[config.mk]
export PLATFORM = sky130hd
export DESIGN_NAME = whack_a_mole_multi_fsm
export DESIGN_NICKNAME = d
export VERILOG_FILES = /design/src/rtl/whack_a_mole_pkg.sv /design/src/rtl/whack_a_mole_ms_tick_gen.sv /design/src/rtl/whack_a_mole_multi_fsm.sv
export SDC_FILE = /design/constraint.sdc
export NUM_CORES = 1
export LEC_CHECK = 0
export CORE_MARGIN = 2
export CORE_UTILIZATION = 25
export CTS_CLUSTER_DIAMETER = 40
export DETAILED_ROUTE_END_ITERATION = 16
export SLEW_MARGIN = 25
export SYNTH_ARGS = -nofsm -noshare
export SYNTH_HDL_FRONTEND = slang
export SYNTH_SLANG_ARGS = --single-unit
[constraint.sdc]
create_clock -name clk -period 2.56 [get_ports clk]
set_input_delay 0.512 -clock clk [delete_from_list [all_inputs] [get_ports clk]]
set_output_delay 0.512 -clock clk [all_outputs]
set_load 0.03 [all_outputs]
[src/rtl/whack_a_mole_pkg.sv]
// Shared types and helpers for the multi-hole whack-a-mole controller.
// Optional macro MOLE_SPEEDUP_EN is consumed by whack_a_mole_multi_fsm.
package whack_a_mole_pkg;

  typedef enum logic [1:0] {
    IDLE      = 2'd0,
    MOLE_UP   = 2'd1,
    MOLE_DOWN = 2'd2,
    GAMEOVER  = 2'd3
  } state_t;

  // Fibonacci taps for x^16 + x^14 + x^13 + x^11 + 1 (bits 15, 13, 12, 10).
  localparam logic [15:0] LFSR_TAPS = 16'hB400;

  function automatic int ms_ticks(input int clk_hz);
    return clk_hz / 1000;
  endfunction

  function automatic logic [15:0] lfsr_next(input logic [15:0] v);
    return {v[14:0], ^(v & LFSR_TAPS)};
  endfunction

endpackage

[src/rtl/whack_a_mole_ms_tick_gen.sv]
// Free-running millisecond strobe: one-cycle pulse every CLK_FREQ_HZ/1000 clocks,
// restartable so a new game starts on a whole-millisecond boundary.
module ms_tick_gen
  import whack_a_mole_pkg::*;
#(
  parameter int CLK_FREQ_HZ = 50_000_000
) (
  input  logic clk,
  input  logic rst,
  input  logic clear,
  output logic ms_tick
);

  localparam int MS_TICKS = ms_ticks(CLK_FREQ_HZ);
  localparam int DIV_W    = $clog2(MS_TICKS + 1);
  localparam logic [DIV_W-1:0] DIV_MAX = DIV_W'(MS_TICKS - 1);

  logic [DIV_W-1:0] div_q;

  // NOTE: sequential state is updated with non-blocking assignments only.
  always_ff @(posedge clk) begin
    if (rst || clear)          div_q <= '0;
    else if (div_q == DIV_MAX) div_q <= '0;
    else                       div_q <= div_q + 1'b1;
  end

  assign ms_tick = (div_q == DIV_MAX);

endmodule

[src/rtl/whack_a_mole_multi_fsm.sv]
// Multi-hole whack-a-mole game controller: LFSR hole choice, game countdown, saturating score/miss.
// Define MOLE_SPEEDUP_EN to shorten the mole-up window as the player keeps scoring.
module whack_a_mole_multi_fsm
  import whack_a_mole_pkg::*;
#(
  parameter int          NUM_MOLES    = 4,
  parameter int          CLK_FREQ_HZ  = 50_000_000,
  parameter int          MOLE_UP_MS   = 1000,
  parameter int          MOLE_DOWN_MS = 500,
  parameter int          GAME_MS      = 20000,
  parameter int          SCORE_W      = 8,
  parameter logic [15:0] LFSR_SEED    = 16'hACE1
) (
  input  logic                           clk,
  input  logic                           rst,
  input  logic                           start_btn,
  input  logic [NUM_MOLES-1:0]           hit_btn,
  output logic [NUM_MOLES-1:0]           mole_up,
  output logic                           game_in_progress,
  output logic [$clog2(GAME_MS+1)-1:0]   time_left_ms,
  output logic [SCORE_W-1:0]             score,
  output logic [SCORE_W-1:0]             misses,
  output logic                           hit_pulse,
  output logic                           miss_pulse,
  output logic [1:0]                     dbg_state
);

  localparam int TIME_W  = $clog2(GAME_MS + 1);
  localparam int HOLE_W  = $clog2(NUM_MOLES);
  localparam int PHASE_W = $clog2(((MOLE_UP_MS > MOLE_DOWN_MS) ? MOLE_UP_MS : MOLE_DOWN_MS) + 1);
  localparam logic [PHASE_W-1:0] UP_FULL = PHASE_W'(MOLE_UP_MS);
  localparam logic [PHASE_W-1:0] DOWN_MS = PHASE_W'(MOLE_DOWN_MS);

  state_t                state_q, state_d;
  logic [15:0]           lfsr_q;
  logic                  start_q;
  logic [NUM_MOLES-1:0]  hit_q;
  logic [HOLE_W-1:0]     hole_q, hole_d;
  logic [NUM_MOLES-1:0]  mole_q, mole_d;
  logic [TIME_W-1:0]     time_q, time_d;
  logic [PHASE_W-1:0]    phase_q, phase_d;
  logic [SCORE_W-1:0]    score_q, score_d, misses_q, misses_d;
  logic                  hit_pulse_q, hit_pulse_d, miss_pulse_q, miss_pulse_d;
  logic [PHASE_W-1:0]    up_ms;

  logic                  start_edge, game_start, ms_tick;
  logic [NUM_MOLES-1:0]  hit_edge;
  logic [HOLE_W-1:0]     raw_hole, next_hole;

`ifdef MOLE_SPEEDUP_EN
  localparam logic [PHASE_W-1:0] UP_STEP  = PHASE_W'(MOLE_UP_MS / 8);
  localparam logic [PHASE_W-1:0] UP_FLOOR = PHASE_W'(MOLE_UP_MS / 4);
  localparam logic [PHASE_W-1:0] UP_KNEE  = PHASE_W'(MOLE_UP_MS / 4 + MOLE_UP_MS / 8);
  logic [PHASE_W-1:0] up_ms_q, up_ms_d;
  logic [1:0]         hit_cnt_q, hit_cnt_d;
  assign up_ms = up_ms_q;
`else
  assign up_ms = UP_FULL;
`endif

  assign start_edge = start_btn & ~start_q;
  assign hit_edge   = hit_btn & ~hit_q;
  assign game_start = start_edge && (state_q == IDLE || state_q == GAMEOVER);

  // hole_q still holds the previous hole while the mole is down, so it doubles as the repeat guard.
  assign raw_hole  = HOLE_W'(lfsr_q % 16'(NUM_MOLES));
  assign next_hole = (raw_hole == hole_q) ?
                     HOLE_W'((32'(raw_hole) + 32'd1) % 32'(NUM_MOLES)) : raw_hole;

  ms_tick_gen #(.CLK_FREQ_HZ(CLK_FREQ_HZ)) u_ms_tick (
    .clk     (clk),
    .rst     (rst),
    .clear   (game_start),
    .ms_tick (ms_tick)
  );

  always_comb begin
    // NOTE: every signal written here gets a default first, so no latch is inferred.
    state_d      = state_q;
    hole_d       = hole_q;
    mole_d       = mole_q;
    time_d       = time_q;
    phase_d      = phase_q;
    score_d      = score_q;
    misses_d     = misses_q;
    hit_pulse_d  = 1'b0;
    miss_pulse_d = 1'b0;
`ifdef MOLE_SPEEDUP_EN
    up_ms_d      = up_ms_q;
    hit_cnt_d    = hit_cnt_q;
`endif
    case (state_q)
      IDLE, GAMEOVER: begin
        if (game_start) begin
          state_d  = MOLE_UP;
          hole_d   = raw_hole;
          mole_d   = NUM_MOLES'(1) << raw_hole;
          time_d   = TIME_W'(GAME_MS);
          phase_d  = UP_FULL;
          score_d  = '0;
          misses_d = '0;
`ifdef MOLE_SPEEDUP_EN
          up_ms_d   = UP_FULL;
          hit_cnt_d = '0;
`endif
        end
      end
      MOLE_UP, MOLE_DOWN: begin
        if (time_q == '0) begin
          state_d = GAMEOVER;
          mole_d  = '0;
        end else begin
          if (ms_tick) begin
            time_d = time_q - 1'b1;
            if (phase_q != '0) phase_d = phase_q - 1'b1;
          end
          if (state_q == MOLE_UP) begin
            if (hit_edge[hole_q]) begin
              score_d     = (&score_q) ? score_q : score_q + 1'b1;
              hit_pulse_d = 1'b1;
              state_d     = MOLE_DOWN;
              mole_d      = '0;
              phase_d     = DOWN_MS;
`ifdef MOLE_SPEEDUP_EN
              hit_cnt_d = hit_cnt_q + 1'b1;
              if (hit_cnt_q == 2'd3)
                up_ms_d = (up_ms_q > UP_KNEE) ? up_ms_q - UP_STEP : UP_FLOOR;
`endif
            end else if ((|hit_edge) || phase_q == '0) begin
              misses_d     = (&misses_q) ? misses_q : misses_q + 1'b1;
              miss_pulse_d = 1'b1;
              if (phase_q == '0) begin
                state_d = MOLE_DOWN;
                mole_d  = '0;
                phase_d = DOWN_MS;
              end
            end
          end else if (phase_q == '0) begin
            state_d = MOLE_UP;
            hole_d  = next_hole;
            mole_d  = NUM_MOLES'(1) << next_hole;
            phase_d = up_ms;
          end
        end
      end
      default: state_d = IDLE;
    endcase
  end

  always_ff @(posedge clk) begin
    // Edge registers sample the live buttons during reset so a held button yields no edge.
    start_q <= start_btn;
    hit_q   <= hit_btn;
    if (rst) begin
      state_q      <= IDLE;
      lfsr_q       <= LFSR_SEED;
      hole_q       <= '0;
      mole_q       <= '0;
      time_q       <= TIME_W'(GAME_MS);
      phase_q      <= '0;
      score_q      <= '0;
      misses_q     <= '0;
      hit_pulse_q  <= 1'b0;
      miss_pulse_q <= 1'b0;
`ifdef MOLE_SPEEDUP_EN
      up_ms_q      <= UP_FULL;
      hit_cnt_q    <= '0;
`endif
    end else begin
      state_q      <= state_d;
      lfsr_q       <= lfsr_next(lfsr_q);
      hole_q       <= hole_d;
      mole_q       <= mole_d;
      time_q       <= time_d;
      phase_q      <= phase_d;
      score_q      <= score_d;
      misses_q     <= misses_d;
      hit_pulse_q  <= hit_pulse_d;
      miss_pulse_q <= miss_pulse_d;
`ifdef MOLE_SPEEDUP_EN
      up_ms_q      <= up_ms_d;
      hit_cnt_q    <= hit_cnt_d;
`endif
    end
  end

  assign mole_up          = mole_q;
  assign game_in_progress = (state_q == MOLE_UP) || (state_q == MOLE_DOWN);
  assign time_left_ms     = time_q;
  assign score            = score_q;
  assign misses           = misses_q;
  assign hit_pulse        = hit_pulse_q;
  assign miss_pulse       = miss_pulse_q;
  assign dbg_state        = state_q;

endmodule

==> qor.log <==
qor: route.num_vias 3866
qor: clock_network.clkSlewWorstSetupHoldPaths 0.06 ns
qor: die.initial_core_util 25.55%
qor: placed_design.placed_cells 753
qor: clock_network.cts_made_buffers 9
qor: worst_setup_path.cp-start-kind flop
qor: worst_setup_path.cp_max_fo 3
qor: worst_setup_path.critPathArrivalTime 2.66 ns
qor: run.cap_violations 0
qor: timing.max_freq 0.4117 GHz
qor: synthesis.synth_sequential_area_ratio 41.58%
qor: route.post-route-drc-count 0
qor: synthesis.netlist.area_leader.share 41.58%
qor: synthesis.postSynthRegisterBits 88
qor: power.power-per-cell-area 917.7 nW/µm²
qor: timing.period_needed 2.429 ns
qor: route.route.detailed.vias_per_inst 5.014
qor: clock_network.total_number_of_h_tree_levels 3
qor: worst_setup_path.setup.worst_path.class reg2reg
qor: final_layout.layout-area-overhead-vs-synth 29.21%
qor: timing.worst_pin_slew 0.8731 ns
qor: min_path.worst_hold_path_type reg2reg
qor: final_layout.flip_flop_and_latch_area 1762 µm²
qor: final_layout.finish.net_count 566
qor: die.die_area 18000 µm²
qor: die.core.rowCount 47
qor: synthesis.postSynth.topFlopCell sky130_fd_sc_hd__dfxtp_1
qor: placed_design.detailedPlace.worstSlack 0.01497 ns
qor: timing.drv_slew 0
qor: final_layout.antenna_cells 0
qor: worst_setup_path.worst_ep_required_time 2.79 ns
qor: placed_design.dp_hpwl 7.852 mm
qor: run_status.outcome completed
qor: grt.global_route.overflow_total 0
qor: synthesis.postSynthNetCount 495
qor: die.die_height 134.2 µm
qor: timing.finClkSkew 0.007924 ns
qor: final_layout.layout.cell_area.non_filler 5474 µm²
qor: synthesis.post-synth-top-area-cell sky130_fd_sc_hd__dfxtp_1
qor: grt.number_of_global_route_vias_before_repair 3823
qor: clock_network.cts_buffer_depth 2
qor: grt.grt_overall_usage 12.44%
qor: synthesis.synth_area 4237 µm²
qor: power.p_total 5.023 mW
qor: clock_network.worstSkewPairLatency 0.34 ns
qor: synthesis.yosysUniqueCellTypes 65
qor: timing.report.final.hold_viol_count 0
qor: timing.rsz0062_at_grt no
qor: synthesis.synth-edff-count 0
qor: grt.largest_net_degree_at_the_start_of_global_routing 36
qor: route.drt.antenna.violating_nets 0
qor: die.floorplan.die.width 134.2 µm
qor: placed_design.port_buffers 46
qor: placed_design.place_congestion 0.8781
qor: route.dr_wl_cell 13.98 µm
qor: synthesis.synth_area_per_cell 8.900 µm²
qor: final_layout.post_layout_nonfiller_instances 771
qor: die.placeableCoreArea 16580 µm²
qor: timing.slew-limit-headroom 41.30%
qor: route.drt_iter0_markers 211
qor: die.top_level_ports 47
qor: synthesis.synth_area_leaders sky130_fd_sc_hd__dfxtp_1, sky130_fd_sc_hd__a21oi_1, sky130_fd_sc_hd__ha_1, sky130_fd_sc_hd__nor2_1, sky130_fd_sc_hd__or3_1
qor: final_layout.multiInputGateArea 2320 µm²
qor: timing.timing.hold.ws 0.4160 ns
qor: worst_setup_path.endpoint_kind flop
qor: timing.fin_setup_tns 0 ns
qor: final_layout.share_of_layout_cells_above_drive_strength_1 14.16%
qor: synthesis.async_flop_share 0%
qor: synthesis.netlist_instances 476
qor: route.detail_route.first_pass.iterations 4
qor: power.worst_ir_drop_on_vdd 0.0003445 V
qor: synthesis.yosys_warnings 0
qor: route.finalWirelength 10.78 mm
qor: timing.setup_viol 0
qor: clock_network.clockRootBuffer sky130_fd_sc_hd__clkbuf_16
qor: final_layout.post_layout_util 33.01%
qor: clock_network.cts_tree done
qor: grt.first_pass_grt_wire_length 18.40 mm
qor: placed_design.dpl-instance-area 5106 µm²
qor: power.p_leak 1.953 nW
qor: timing.timing.final.ws_setup 0.1311 ns
qor: timing.timing.final.crit_share 94.88%
qor: grt.antenna_found_initial 0
qor: clock_network.tritoncts_num_sinks 88
qor: final_layout.nFillCells 1675
[placed cells by master (no fill, tap or decap), types with 3 or more instances in the layout]
master	instances
sky130_fd_sc_hd__or2_2	11
sky130_fd_sc_hd__o21ai_0	22
sky130_fd_sc_hd__nor3_1	11
sky130_fd_sc_hd__a211oi_1	5
sky130_fd_sc_hd__xnor2_1	11
sky130_fd_sc_hd__a22oi_1	5
sky130_fd_sc_hd__clkbuf_16	9
sky130_fd_sc_hd__nand2_1	23
sky130_fd_sc_hd__and3_1	10
sky130_fd_sc_hd__o31ai_1	13
sky130_fd_sc_hd__nand4_1	10
sky130_fd_sc_hd__buf_4	32
sky130_fd_sc_hd__nor2_1	40
sky130_fd_sc_hd__bufinv_16	3
sky130_fd_sc_hd__dfxtp_1	88
sky130_fd_sc_hd__and2b_2	3
sky130_fd_sc_hd__or4_1	10
sky130_fd_sc_hd__ha_1	12
sky130_fd_sc_hd__xor2_1	11
sky130_fd_sc_hd__a21oi_1	34
sky130_fd_sc_hd__or3_1	18
sky130_fd_sc_hd__inv_1	20
sky130_fd_sc_hd__nand2b_1	8
sky130_fd_sc_hd__clkdlybuf4s50_1	46
sky130_fd_sc_hd__o41ai_1	6
sky130_fd_sc_hd__mux2i_1	4
sky130_fd_sc_hd__nor2b_1	8
sky130_fd_sc_hd__nand3_1	11
sky130_fd_sc_hd__nor4_1	11
sky130_fd_sc_hd__a31oi_1	4
[worst max-delay path, stage by stage, from the launching register on]
cell and delay [ns]:
sky130_fd_sc_hd__dfxtp_1 0.31, sky130_fd_sc_hd__or4_4 0.55, sky130_fd_sc_hd__or4_1 0.60, sky130_fd_sc_hd__or3_1 0.42, sky130_fd_sc_hd__a21o_1 0.18, sky130_fd_sc_hd__a32o_2 0.25
[report_power, final]
group | leakage [nW] | switching (mW) | internal (mW)
logic | 1.07 | 1.07 | 0.771
registers | 0.720 | 0.160 | 1.52
clock network | 0.163 | 0.521 | 0.976
total | 1.95 | 1.75 | 3.27
[path summary, 6_finish.rpt]
path	start	endpoint	slack [ns]	depth (start not counted)
setup / recovery	u_ms_tick.div_q[7]$_SDFF_PP0_	phase_q[4]$_SDFFE_PP0P_	0.13	5
setup reg to reg	u_ms_tick.div_q[7]$_SDFF_PP0_	phase_q[4]$_SDFFE_PP0P_	0.13	5
hold reg to reg	lfsr_q[9]$_SDFF_PP0_	lfsr_q[10]$_SDFF_PP1_	0.42	1
hold / removal	lfsr_q[9]$_SDFF_PP0_	lfsr_q[10]$_SDFF_PP1_	0.42	1
[state kept, by name, summed over array words and instances, names as in the netlist, 4 cells and up]
register         cells
phase_q             10
score                8
time_left_ms        15
mole_up              4
lfsr_q              16
u_ms_tick.div_q     16
hit_q                4
misses               8
[synth_stat cells (all sizes together), types with 12 or more instances]
master	count
a21oi	35
clkbuf	14
dfxtp	88
ha	12
inv	20
nand2	23
nor2	40
nor4	12
o21ai	22
o31ai	13
or3	20
or4	13
[final cells by class]
| type | count | area share [%] |
|---|---|---|
| Clock buffer | 12 | 4.503 |
| Clock inverter | 3 | 1.646 |
| Inverter | 21 | 1.463 |
| Multi-Input combinational cell | 349 | 42.38 |
| Sequential cell | 88 | 32.18 |
| Tap cell | 220 | 5.029 |
| Timing Repair Buffer | 78 | 12.80 |
[cell families (layout without fill, tap and decap cells)]
family          count (synthesis)  after routing  share of synthesized area (%)
compound gates                113            114                          17.72
xor+xnor                       22             22                          4.548
fa+ha+maj                      12             12                          3.544
buf+inv                        40            114                          4.046
flops                          88             88                          41.58
mux                             8              8                          2.540
simple gates                  193            193                          26.02
[layer usage]
| layer | share of wire (%) | vias to the layer above | track usage, % |
|---|---|---|---|
| li1 | - | 1901 | - |
| met1 | 46 | 1866 | 15.65 |
| met2 | 48 | 86 | 20.72 |
| met3 | 3.6 | 13 | 2.872 |
| met4 | 1.8 | 0 | 4.737 |
| met5 | 0 | - | 0 |
[timing repair]
| item | CTS | global route |
|---|---|---|
| setup buffers | 2 | 0 |
| setup endpoints to repair | 1 | 8 |
| gates resized for setup | 1 | 1 |
| hold buffers | 0 | 0 |
| pin swaps | 2 | 1 |
| cloned | 1 | 0 |
No activity file was read; power rests on OpenSTA's default activity.
